[config.mk]
export PLATFORM = sky130hd
export DESIGN_NAME = uart_top
export DESIGN_NICKNAME = d
export VERILOG_FILES = /design/src/rtl/uart_top.sv
export SDC_FILE = /design/constraint.sdc
export NUM_CORES = 1
export LEC_CHECK = 0
export ABC_AREA = 1
export CAP_MARGIN = 30
export CELL_PAD_IN_SITES_DETAIL_PLACEMENT = 1
export CELL_PAD_IN_SITES_GLOBAL_PLACEMENT = 2
export CORE_MARGIN = 5
export CORE_UTILIZATION = 38
export DETAILED_ROUTE_END_ITERATION = 16
export GPL_TIMING_DRIVEN = 1
export PLACE_DENSITY_LB_ADDON = 0.1
export SETUP_SLACK_MARGIN = 0.5
export SLEW_MARGIN = 10
export SYNTH_ARGS = -nofsm -noshare
export SYNTH_HDL_FRONTEND = slang
export SYNTH_SLANG_ARGS = --single-unit
[constraint.sdc]
create_clock -name clk -period 2.55 [get_ports clk]
set_input_delay 0.765 -clock clk [delete_from_list [all_inputs] [get_ports clk]]
set_output_delay 0.765 -clock clk [all_outputs]
set_load 0.1 [all_outputs]
[src/rtl/uart_top.sv]
// uart_top: UART command endpoint. Receives 4-byte packets (0x55, CMD, DATA, CHK),
// verifies CHK == CMD + DATA (mod 256) and applies WRITE/READ to reg_file.
// Optional feature macro: UART_ACK_EN (ACK 0x06 after a good WRITE, NAK 0x15 after
// a bad checksum). With the macro undefined only READ responses are transmitted.
module uart_top #(
    parameter int CLK_FREQ = 50_000_000,
    parameter int BAUD     = 115200
) (
    input  logic clk,
    input  logic rst_n,
    input  logic uart_rx,
    output logic uart_tx
);
    localparam int CLKS_PER_BIT = CLK_FREQ / BAUD;
    localparam logic [15:0] BIT_END  = 16'(CLKS_PER_BIT - 1);
    localparam logic [15:0] HALF_END = 16'(CLKS_PER_BIT / 2 - 1);

    typedef enum logic [1:0] {R_IDLE, R_START, R_DATA, R_STOP} rx_state_t;
    typedef enum logic [2:0] {WAIT_HDR, GET_CMD, GET_DATA, GET_CHK, EXEC} p_state_t;
    typedef enum logic [1:0] {T_IDLE, T_START, T_DATA, T_STOP} tx_state_t;

    logic        rx_s1_q, rx_s2_q, rx_prev_q;
    rx_state_t   rx_state_q, rx_state_d;
    logic [15:0] rx_cnt_q, rx_cnt_d;
    logic [2:0]  rx_bit_q, rx_bit_d;
    logic [7:0]  rx_shift_q, rx_shift_d;
    logic        rx_done, rx_ferr;

    p_state_t    p_state_q, p_state_d;
    logic [7:0]  cmd_q, cmd_d, data_q, data_d, chk_q, chk_d;
    logic [7:0]  reg_file, reg_file_d;
    logic [7:0]  sum;
    logic        tx_start;
    logic [7:0]  tx_byte;

    tx_state_t   tx_state_q, tx_state_d;
    logic [15:0] tx_cnt_q, tx_cnt_d;
    logic [2:0]  tx_bit_q, tx_bit_d;
    logic [7:0]  tx_shift_q, tx_shift_d;
    logic        tx_line_q, tx_line_d;

    // Two-flop synchronizer plus one delayed copy for falling-edge detection
    always_ff @(posedge clk or negedge rst_n) begin
        if (!rst_n) begin
            rx_s1_q   <= 1'b1;
            rx_s2_q   <= 1'b1;
            rx_prev_q <= 1'b1;
        end else begin
            rx_s1_q   <= uart_rx;
            rx_s2_q   <= rx_s1_q;
            rx_prev_q <= rx_s2_q;
        end
    end

    // RX deserializer: start re-check at half bit, data and stop at bit centres
    always_comb begin
        rx_state_d = rx_state_q;
        rx_cnt_d   = rx_cnt_q;
        rx_bit_d   = rx_bit_q;
        rx_shift_d = rx_shift_q;
        rx_done    = 1'b0;
        rx_ferr    = 1'b0;
        case (rx_state_q)
            R_IDLE: begin
                rx_cnt_d = '0;
                rx_bit_d = '0;
                if (!rx_s2_q && rx_prev_q) rx_state_d = R_START;
            end
            R_START: begin
                if (rx_cnt_q == HALF_END) begin
                    rx_cnt_d   = '0;
                    rx_state_d = rx_s2_q ? R_IDLE : R_DATA;
                end else begin
                    rx_cnt_d = rx_cnt_q + 16'd1;
                end
            end
            R_DATA: begin
                if (rx_cnt_q == BIT_END) begin
                    rx_cnt_d   = '0;
                    rx_shift_d = {rx_s2_q, rx_shift_q[7:1]};
                    rx_bit_d   = rx_bit_q + 3'd1;
                    if (rx_bit_q == 3'd7) rx_state_d = R_STOP;
                end else begin
                    rx_cnt_d = rx_cnt_q + 16'd1;
                end
            end
            R_STOP: begin
                if (rx_cnt_q == BIT_END) begin
                    rx_state_d = R_IDLE;
                    rx_done    = rx_s2_q;
                    rx_ferr    = !rx_s2_q;
                end else begin
                    rx_cnt_d = rx_cnt_q + 16'd1;
                end
            end
            default: rx_state_d = R_IDLE;
        endcase
    end

    // Packet parser and command execution
    always_comb begin
        p_state_d  = p_state_q;
        cmd_d      = cmd_q;
        data_d     = data_q;
        chk_d      = chk_q;
        reg_file_d = reg_file;
        tx_start   = 1'b0;
        tx_byte    = reg_file;
        sum        = cmd_q + data_q;
        case (p_state_q)
            WAIT_HDR: if (rx_done && rx_shift_q == 8'h55) p_state_d = GET_CMD;
            GET_CMD: begin
                if (rx_done) begin
                    cmd_d     = rx_shift_q;
                    p_state_d = GET_DATA;
                end else if (rx_ferr) p_state_d = WAIT_HDR;
            end
            GET_DATA: begin
                if (rx_done) begin
                    data_d    = rx_shift_q;
                    p_state_d = GET_CHK;
                end else if (rx_ferr) p_state_d = WAIT_HDR;
            end
            GET_CHK: begin
                if (rx_done) begin
                    chk_d     = rx_shift_q;
                    p_state_d = EXEC;
                end else if (rx_ferr) p_state_d = WAIT_HDR;
            end
            EXEC: begin
                p_state_d = WAIT_HDR;
                if (sum == chk_q) begin
                    if (cmd_q == 8'h01) begin
                        reg_file_d = data_q;
`ifdef UART_ACK_EN
                        tx_start   = 1'b1;
                        tx_byte    = 8'h06;
`endif
                    end else if (cmd_q == 8'h02) begin
                        tx_start = 1'b1;
                        tx_byte  = reg_file;
                    end
                end else begin
`ifdef UART_ACK_EN
                    tx_start = 1'b1;
                    tx_byte  = 8'h15;
`else
                    tx_start = 1'b0;
`endif
                end
            end
            default: p_state_d = WAIT_HDR;
        endcase
    end

    // TX serializer: requests are only taken while idle, otherwise dropped
    always_comb begin
        tx_state_d = tx_state_q;
        tx_cnt_d   = tx_cnt_q;
        tx_bit_d   = tx_bit_q;
        tx_shift_d = tx_shift_q;
        tx_line_d  = tx_line_q;
        case (tx_state_q)
            T_IDLE: begin
                tx_line_d = 1'b1;
                if (tx_start) begin
                    tx_shift_d = tx_byte;
                    tx_line_d  = 1'b0;
                    tx_cnt_d   = '0;
                    tx_state_d = T_START;
                end
            end
            T_START: begin
                if (tx_cnt_q == BIT_END) begin
                    tx_cnt_d   = '0;
                    tx_bit_d   = '0;
                    tx_line_d  = tx_shift_q[0];
                    tx_state_d = T_DATA;
                end else begin
                    tx_cnt_d = tx_cnt_q + 16'd1;
                end
            end
            T_DATA: begin
                if (tx_cnt_q == BIT_END) begin
                    tx_cnt_d = '0;
                    if (tx_bit_q == 3'd7) begin
                        tx_line_d  = 1'b1;
                        tx_state_d = T_STOP;
                    end else begin
                        tx_shift_d = {1'b0, tx_shift_q[7:1]};
                        tx_line_d  = tx_shift_q[1];
                        tx_bit_d   = tx_bit_q + 3'd1;
                    end
                end else begin
                    tx_cnt_d = tx_cnt_q + 16'd1;
                end
            end
            T_STOP: begin
                if (tx_cnt_q == BIT_END) tx_state_d = T_IDLE;
                else tx_cnt_d = tx_cnt_q + 16'd1;
            end
            default: tx_state_d = T_IDLE;
        endcase
    end

    // State registers for RX, parser and TX
    always_ff @(posedge clk or negedge rst_n) begin
        if (!rst_n) begin
            rx_state_q <= R_IDLE;
            rx_cnt_q   <= '0;
            rx_bit_q   <= '0;
            rx_shift_q <= '0;
            p_state_q  <= WAIT_HDR;
            cmd_q      <= '0;
            data_q     <= '0;
            chk_q      <= '0;
            reg_file   <= 8'h00;
            tx_state_q <= T_IDLE;
            tx_cnt_q   <= '0;
            tx_bit_q   <= '0;
            tx_shift_q <= '0;
            tx_line_q  <= 1'b1;
        end else begin
            rx_state_q <= rx_state_d;
            rx_cnt_q   <= rx_cnt_d;
            rx_bit_q   <= rx_bit_d;
            rx_shift_q <= rx_shift_d;
            p_state_q  <= p_state_d;
            cmd_q      <= cmd_d;
            data_q     <= data_d;
            chk_q      <= chk_d;
            reg_file   <= reg_file_d;
            tx_state_q <= tx_state_d;
            tx_cnt_q   <= tx_cnt_d;
            tx_bit_q   <= tx_bit_d;
            tx_shift_q <= tx_shift_d;
            tx_line_q  <= tx_line_d;
        end
    end

    assign uart_tx = tx_line_q;

endmodule

==> results.sh, run 1 <==
export IMPL_status="completed"
export IMPL_path_depth=13
export IMPL_final_cell_mix="nand2_1, dfrtp_1, nor2_1"
export IMPL_io_pins=4
export IMPL_cp_data_arrival_time_ps=2540
export IMPL_grt_met1_usage=0.232
export IMPL_area_growth_pct=14.4
export IMPL_n_antenna_cell=0
export IMPL_rsz0062_at_grt="yes"
export IMPL_preCtsSetupSlack_ps=64.9
export IMPL_via_per_inst=5.20
export IMPL_power_density_mw_per_mm2=515
export IMPL_synth_cell_types=49
export IMPL_crit_path_start_kind="flop"
export IMPL_fill_cells=1723
export IMPL_cellLeakagePower_nw=3.09
export IMPL_crit_required_ps=2790
export IMPL_first_pass_iters=4
export IMPL_r2r_cells=13
export IMPL_antenna_found_initial=0
export IMPL_grt_ovfl_total=0
export IMPL_clock_path_buffers=2
export IMPL_crit_buf_inv=1
export IMPL_die_area_mm2=0.0169
export IMPL_cts_clk_slew_worst_paths_ps=70
export IMPL_synth_edff_count=0
export IMPL_drc_errors=0
export IMPL_fin_tns_setup_ps=0
export IMPL_setup_viol=0
export IMPL_port_buffer_count=3
export IMPL_final_area_mm2=0.00626
export IMPL_r2r_slack_ps=250
export IMPL_avgSynthCellArea_um2=7.79
export IMPL_post_drt_wl_per_cell_um=15.9
export IMPL_busiest_layer="met2"
export IMPL_antenna_left=0
export IMPL_post_route_period_util=0.903
export IMPL_met2_usage=0.304
export IMPL_max_slew_margin_rel=0.550
export IMPL_r2r_start="cmd_q[0]"
export IMPL_htreeDepth=3
export IMPL_hp_class="input port to async pin"
export IMPL_drv_slew=0
export IMPL_worst_setup_path_type="flop to flop"
export IMPL_core_area_mm2=0.0140
export IMPL_final_seq_area_mm2=0.00243
export IMPL_tightest_slew_ps=675
export IMPL_grt_max_degree=45
export IMPL_finalCriticalPeriod_ps=2300
export IMPL_synthCells=702
export IMPL_num_rows=43
export IMPL_routed_wl_mm=14.4
export IMPL_num_vias=4709
export IMPL_slowest_delay_ps=540
export IMPL_grt_use_met3=0.0233
export IMPL_ys_ff_latch=97
export IMPL_gr_usage_all_layers=0.177
export IMPL_clock_skew_ps=10.8
export IMPL_clock_sinks=97
export IMPL_yosys_warnings=0
export IMPL_synthArstFlopShare=1.00
export IMPL_dp_hpwl_mm=10.2
export IMPL_fin_nets=747
export IMPL_initial_core_util=0.391
export IMPL_peakVddDrop_mv=0.356
export IMPL_clk_latency_ps=350
export IMPL_routabilityCongestion=0.770
export IMPL_die_w_um=130
export IMPL_slowest_stage="fa_2"
export IMPL_first_iter_violations=181
export IMPL_yosysSeqAreaShare=0.445
export IMPL_cts_made_buffers=9
export IMPL_die_h_um=130
export IMPL_fin_ws_ps=248
export IMPL_maxCapViolations=0
export IMPL_hold_buffers=0
export IMPL_fmax_mhz=434
export IMPL_timing_rr_end="tx_state_q[1]"
export IMPL_hold_violations=0
export IMPL_cts_tree="yes"
export IMPL_ys_flop_type="dfrtp_1"
export IMPL_crit_chain="ha_2, fa_2, xnor2_1, nand3_1, nor2_1, nand2_1, nor2_4, nand3_4, nand2_8, buf_8, nand2_4, nand2_2, nand2_1"
export IMPL_syn_nets=728
export IMPL_grt_pass1_vias=4811
export IMPL_end_kind="flop"
export IMPL_multiInputGateArea_mm2=0.00286
export IMPL_netlist_area_mm2=0.00547
export IMPL_crit_fanout=6
export IMPL_root_buffer="clkbuf_16"
export IMPL_crit_path_frequent_cell="nand2_1"
export IMPL_grt_pass1_wl_mm=23.8
export IMPL_drive_gt1_frac=0.125
export IMPL_final_cells=906
export IMPL_postPlaceCellArea_mm2=0.00573
export IMPL_final_common_cell="nand2_1"
export IMPL_place_inst=882
export IMPL_crit_family="simple AND/OR/NAND/NOR gates"
[report_power, final]
| group | internal [W] | switching (W) | total [W] | leakage (nW) |
|---|---|---|---|---|
| clock network | 0.000692 | 0.000606 | 0.00130 | 0.133 |
| registers | 0.00159 | 0.0000586 | 0.00165 | 1.33 |
| logic | 0.0000896 | 0.000180 | 0.000270 | 1.63 |
[routing by layer]
| layer | part of all wire | up-vias |
|---|---|---|
| met1 | 0.47 | 2332 |
| met2 | 0.49 | 42 |
| li1 | - | 2315 |
| met4 | 0.019 | 0 |
| met3 | 0.014 | 20 |
| met5 | 0 | - |
[cells in the mapped netlist, types with 4 or more instances]
master,n,area share
dfstp_2,4,0.019
xnor2_1,5,0.0080
buf_6,6,0.012
inv_1,69,0.047
nand3_1,74,0.068
o21ai_1,4,0.0037
clkbuf_1,5,0.0034
clkinv_1,4,0.0027
nor2_1,75,0.051
nor3_1,13,0.012
xor2_1,8,0.013
nor4_1,5,0.0057
inv_2,5,0.0034
nand2_1,195,0.13
a21oi_2,4,0.0064
o21ai_0,27,0.025
nand2_2,6,0.0069
nand4_1,7,0.0080
ha_1,22,0.050
a21oi_1,34,0.031
dfrtp_1,93,0.43
[sequential cells by signal (all words and copies together), names as in the netlist, 2 cells and up, named ones only]
| name | cells |
|---|---|
| chk_q | 8 |
| cmd_q | 8 |
| data_q | 8 |
| p_state_q | 3 |
| reg_file | 8 |
| rx_bit_q | 3 |
| rx_cnt_q | 16 |
| rx_shift_q | 8 |
| tx_bit_q | 3 |
| tx_cnt_q | 16 |
| tx_shift_q | 8 |
| tx_state_q | 2 |
[worst max path at each step]
stage | startpoint | end | slack (ps)
floorplan | cmd_q[0] | tx_shift_q[0] | 420
global placement | cmd_q[0] | tx_cnt_q[8] | 180
detailed placement | cmd_q[0] | tx_cnt_q[1] | 60
CTS | cmd_q[0] | tx_shift_q[4] | 190
global route | data_q[0] | tx_cnt_q[4] | 140
finish | cmd_q[0] | tx_state_q[1] | 250
[cell type report]
class | instances | area share
clock inverters | 4 | 0.00480
multi-input cells | 518 | 0.458
clock buffers | 12 | 0.0394
flip-flops and latches | 97 | 0.389
inverters | 78 | 0.0468
well taps | 180 | 0.0360
repair buffers | 17 | 0.0266
[cell families (layout without fill, tap and decap cells)]
logic type / count (synthesis) / after routing / share of synthesized area
AOI/OAI and AO/OA: 82 / 82 / 0.0858
adders and majority gates: 23 / 23 / 0.0540
DFF: 97 / 97 / 0.445
buffers and inverters: 91 / 111 / 0.0716
muxes: 1 / 1 / 0.00183
xor gates and xnor gates: 13 / 13 / 0.0208
and+or+nand+nor: 395 / 399 / 0.321
[worst reg2reg max path, delay by kind of cell (launching register included)]
| family | cells | cell delay (ps) |
|---|---|---|
| XOR/XNOR | 1 | 110 |
| adder cells (fa/ha/maj) | 2 | 750 |
| buffers and inverters | 1 | 140 |
| flip-flops | 1 | 390 |
| AND/OR/NAND/NOR | 9 | 810 |
[repair_timing]
action,in CTS,in global routing
resized for setup,15,25
cloned,1,4
pin swaps,2,12
setup buffers,2,1
hold endpoints to repair,0,0
endpoints found under the setup margin,47,71
[metrics by stage]
stage	util	hold slack, ps	total power (W)
after detailed placement	0.410	349	0.00195
after CTS	0.435	286	0.00326
final	0.447	282	0.00322
after global placement	0.410	348	0.00194
after global routing	0.447	286	0.00339
after floorplan	-	345	0.00185
Power figures use the tool's default switching activity.
==> run 2, diff against run 1 <==
CAP_MARGIN = default   (was 30)
CORE_UTILIZATION = 39   (was 38)
DONT_BUFFER_PORTS = 1   (was default)
MAX_ROUTING_LAYER = met4   (was default)
==> results.sh, run 2 (synthesis results as in run 1) <==
export IMPL_first_pass_iters=5
export IMPL_drv_slew=0
export IMPL_num_vias=4612
export IMPL_end_kind="flop"
export IMPL_cellLeakagePower_nw=3.13
export IMPL_cts_tree="yes"
export IMPL_max_slew_margin_rel=0.658
export IMPL_core_area_mm2=0.0138
export IMPL_htreeDepth=3
export IMPL_clk_latency_ps=350
export IMPL_maxCapViolations=0
export IMPL_post_route_period_util=0.923
export IMPL_power_density_mw_per_mm2=525
export IMPL_root_buffer="clkbuf_16"
export IMPL_cts_clk_slew_worst_paths_ps=70
export IMPL_crit_required_ps=2840
export IMPL_status="completed"
export IMPL_met2_usage=0.281
export IMPL_fin_tns_setup_ps=0
export IMPL_gr_usage_all_layers=0.178
export IMPL_fmax_mhz=425
export IMPL_routabilityCongestion=0.793
export IMPL_grt_max_degree=98
export IMPL_cts_made_buffers=9
export IMPL_antenna_found_initial=0
export IMPL_post_drt_wl_per_cell_um=14.8
export IMPL_worst_setup_path_type="flop to flop"
export IMPL_hold_violations=0
export IMPL_routed_wl_mm=13.4
export IMPL_clock_path_buffers=2
export IMPL_grt_pass1_vias=4762
export IMPL_hp_class="input port to async pin"
export IMPL_n_antenna_cell=0
export IMPL_die_h_um=128
export IMPL_crit_path_start_kind="flop"
export IMPL_grt_pass1_wl_mm=23.2
export IMPL_clock_sinks=97
export IMPL_busiest_layer="met2"
export IMPL_final_area_mm2=0.00626
export IMPL_postPlaceCellArea_mm2=0.00568
export IMPL_first_iter_violations=178
export IMPL_die_w_um=128
export IMPL_rsz0062_at_grt="yes"
export IMPL_clock_skew_ps=7.65
export IMPL_via_per_inst=5.09
export IMPL_die_area_mm2=0.0165
export IMPL_num_rows=43
export IMPL_tightest_slew_ps=512
export IMPL_io_pins=4
export IMPL_dp_hpwl_mm=9.51
export IMPL_peakVddDrop_mv=0.316
export IMPL_final_cell_mix="nand2_1, dfrtp_1, nor2_1"
export IMPL_final_common_cell="nand2_1"
export IMPL_finalCriticalPeriod_ps=2350
export IMPL_slowest_stage="fa_2"
export IMPL_fin_nets=747
export IMPL_crit_chain="ha_2, fa_2, xnor2_2, nand3_1, nor2_1, nand2_1, nor2_2, nand3_2, nand2_4, buf_4, buf_16, nand3_1, nand2_1"
export IMPL_setup_viol=0
export IMPL_top_regs="rx_cnt_q x16, tx_cnt_q x16"
export IMPL_drive_gt1_frac=0.132
export IMPL_initial_core_util=0.396
export IMPL_grt_ovfl_total=0
export IMPL_grt_use_met3=0.0224
export IMPL_drc_errors=0
export IMPL_slowest_delay_ps=560
export IMPL_antenna_left=0
export IMPL_cp_data_arrival_time_ps=2650
export IMPL_crit_fanout=7
export IMPL_port_buffer_count=0
export IMPL_grt_met1_usage=0.238
export IMPL_area_growth_pct=14.5
## run 2: changes by cell type in the layout (fill, tap and decap cells not counted), moves of 2 or more
cell      previous run  this run
nand2_1            190       186
buf_4               12        15
nand2_4              2         6
ha_1                17        19
nor2_4               8         1
clkbuf_1             2         0
nand2_2              6         8
inv_6                0         2
nor2_2               2         4
nand2_8              4         2
## run 2: per-layer routing
metal	up-vias	wire [µm]
li1	2318	-
met1	2263	6690
met2	18	6350
met3	13	152
met4	0	195
met5	-	0
## run 2: worst paths after layout
path / startpoint / depth (start not counted) / slack, ps / end
hold / removal: rst_n / 0 / 100 / tx_shift_q[4]
setup reg to reg: cmd_q[0] / 13 / 200 / tx_state_q[1]
setup / recovery: cmd_q[0] / 13 / 200 / tx_state_q[1]
hold reg to reg: rx_s1_q / 0 / 360 / rx_s2_q
min in group clk: rx_s1_q / 0 / 360 / rx_s2_q
max in group asynchronous: rst_n / 0 / 2220 / rx_prev_q
## run 2: layout make-up
class / instances / area, µm²
Tap cell: 180 / 225
Multi-Input combinational cell: 514 / 2800
Timing Repair Buffer: 21 / 213
Clock inverter: 7 / 77.6
Sequential cell: 97 / 2430
Clock buffer: 9 / 225
Inverter: 78 / 293
Fill cell: 1718 / 7570
## run 2: repair_timing
| item | in CTS | in global routing |
|---|---|---|
| hold buffers | 0 | 0 |
| setup buffers | 7 | 4 |
| resized for setup | 11 | 26 |
| gates cloned | 1 | 0 |
| endpoints found under the setup margin | 47 | 62 |
| pin swaps | 2 | 6 |
## run 2: stage by stage
stage	utilization	total power, W	worst slack, ps	hold slack, ps	std cells
2_1_floorplan	-	0.00185	420	345	702
3_3_place_gp	0.411	0.00190	128	351	878
3_5_place_dp	0.411	0.00192	46.8	348	878
4_1_cts	0.442	0.00333	216	87.1	902
5_1_grt	0.453	0.00345	29.6	80.8	906
6_report	0.453	0.00328	195	104	906
## run 2: critical path, delay by kind of cell, from the launching register on
kind          cells  cell delay, ps
buf+inv           2             270
flops             1             390
simple gates      8             750
xor+xnor          1             120
fa+ha+maj         2             760
## run 2: power by group
| part | switching, W | internal, W | leakage (nW) |
|---|---|---|---|
| sequential | 0.0000589 | 0.00159 | 1.33 |
| clock | 0.000626 | 0.000769 | 0.146 |
| combinational | 0.000155 | 0.0000824 | 1.66 |
| total | 0.000839 | 0.00244 | 3.13 |
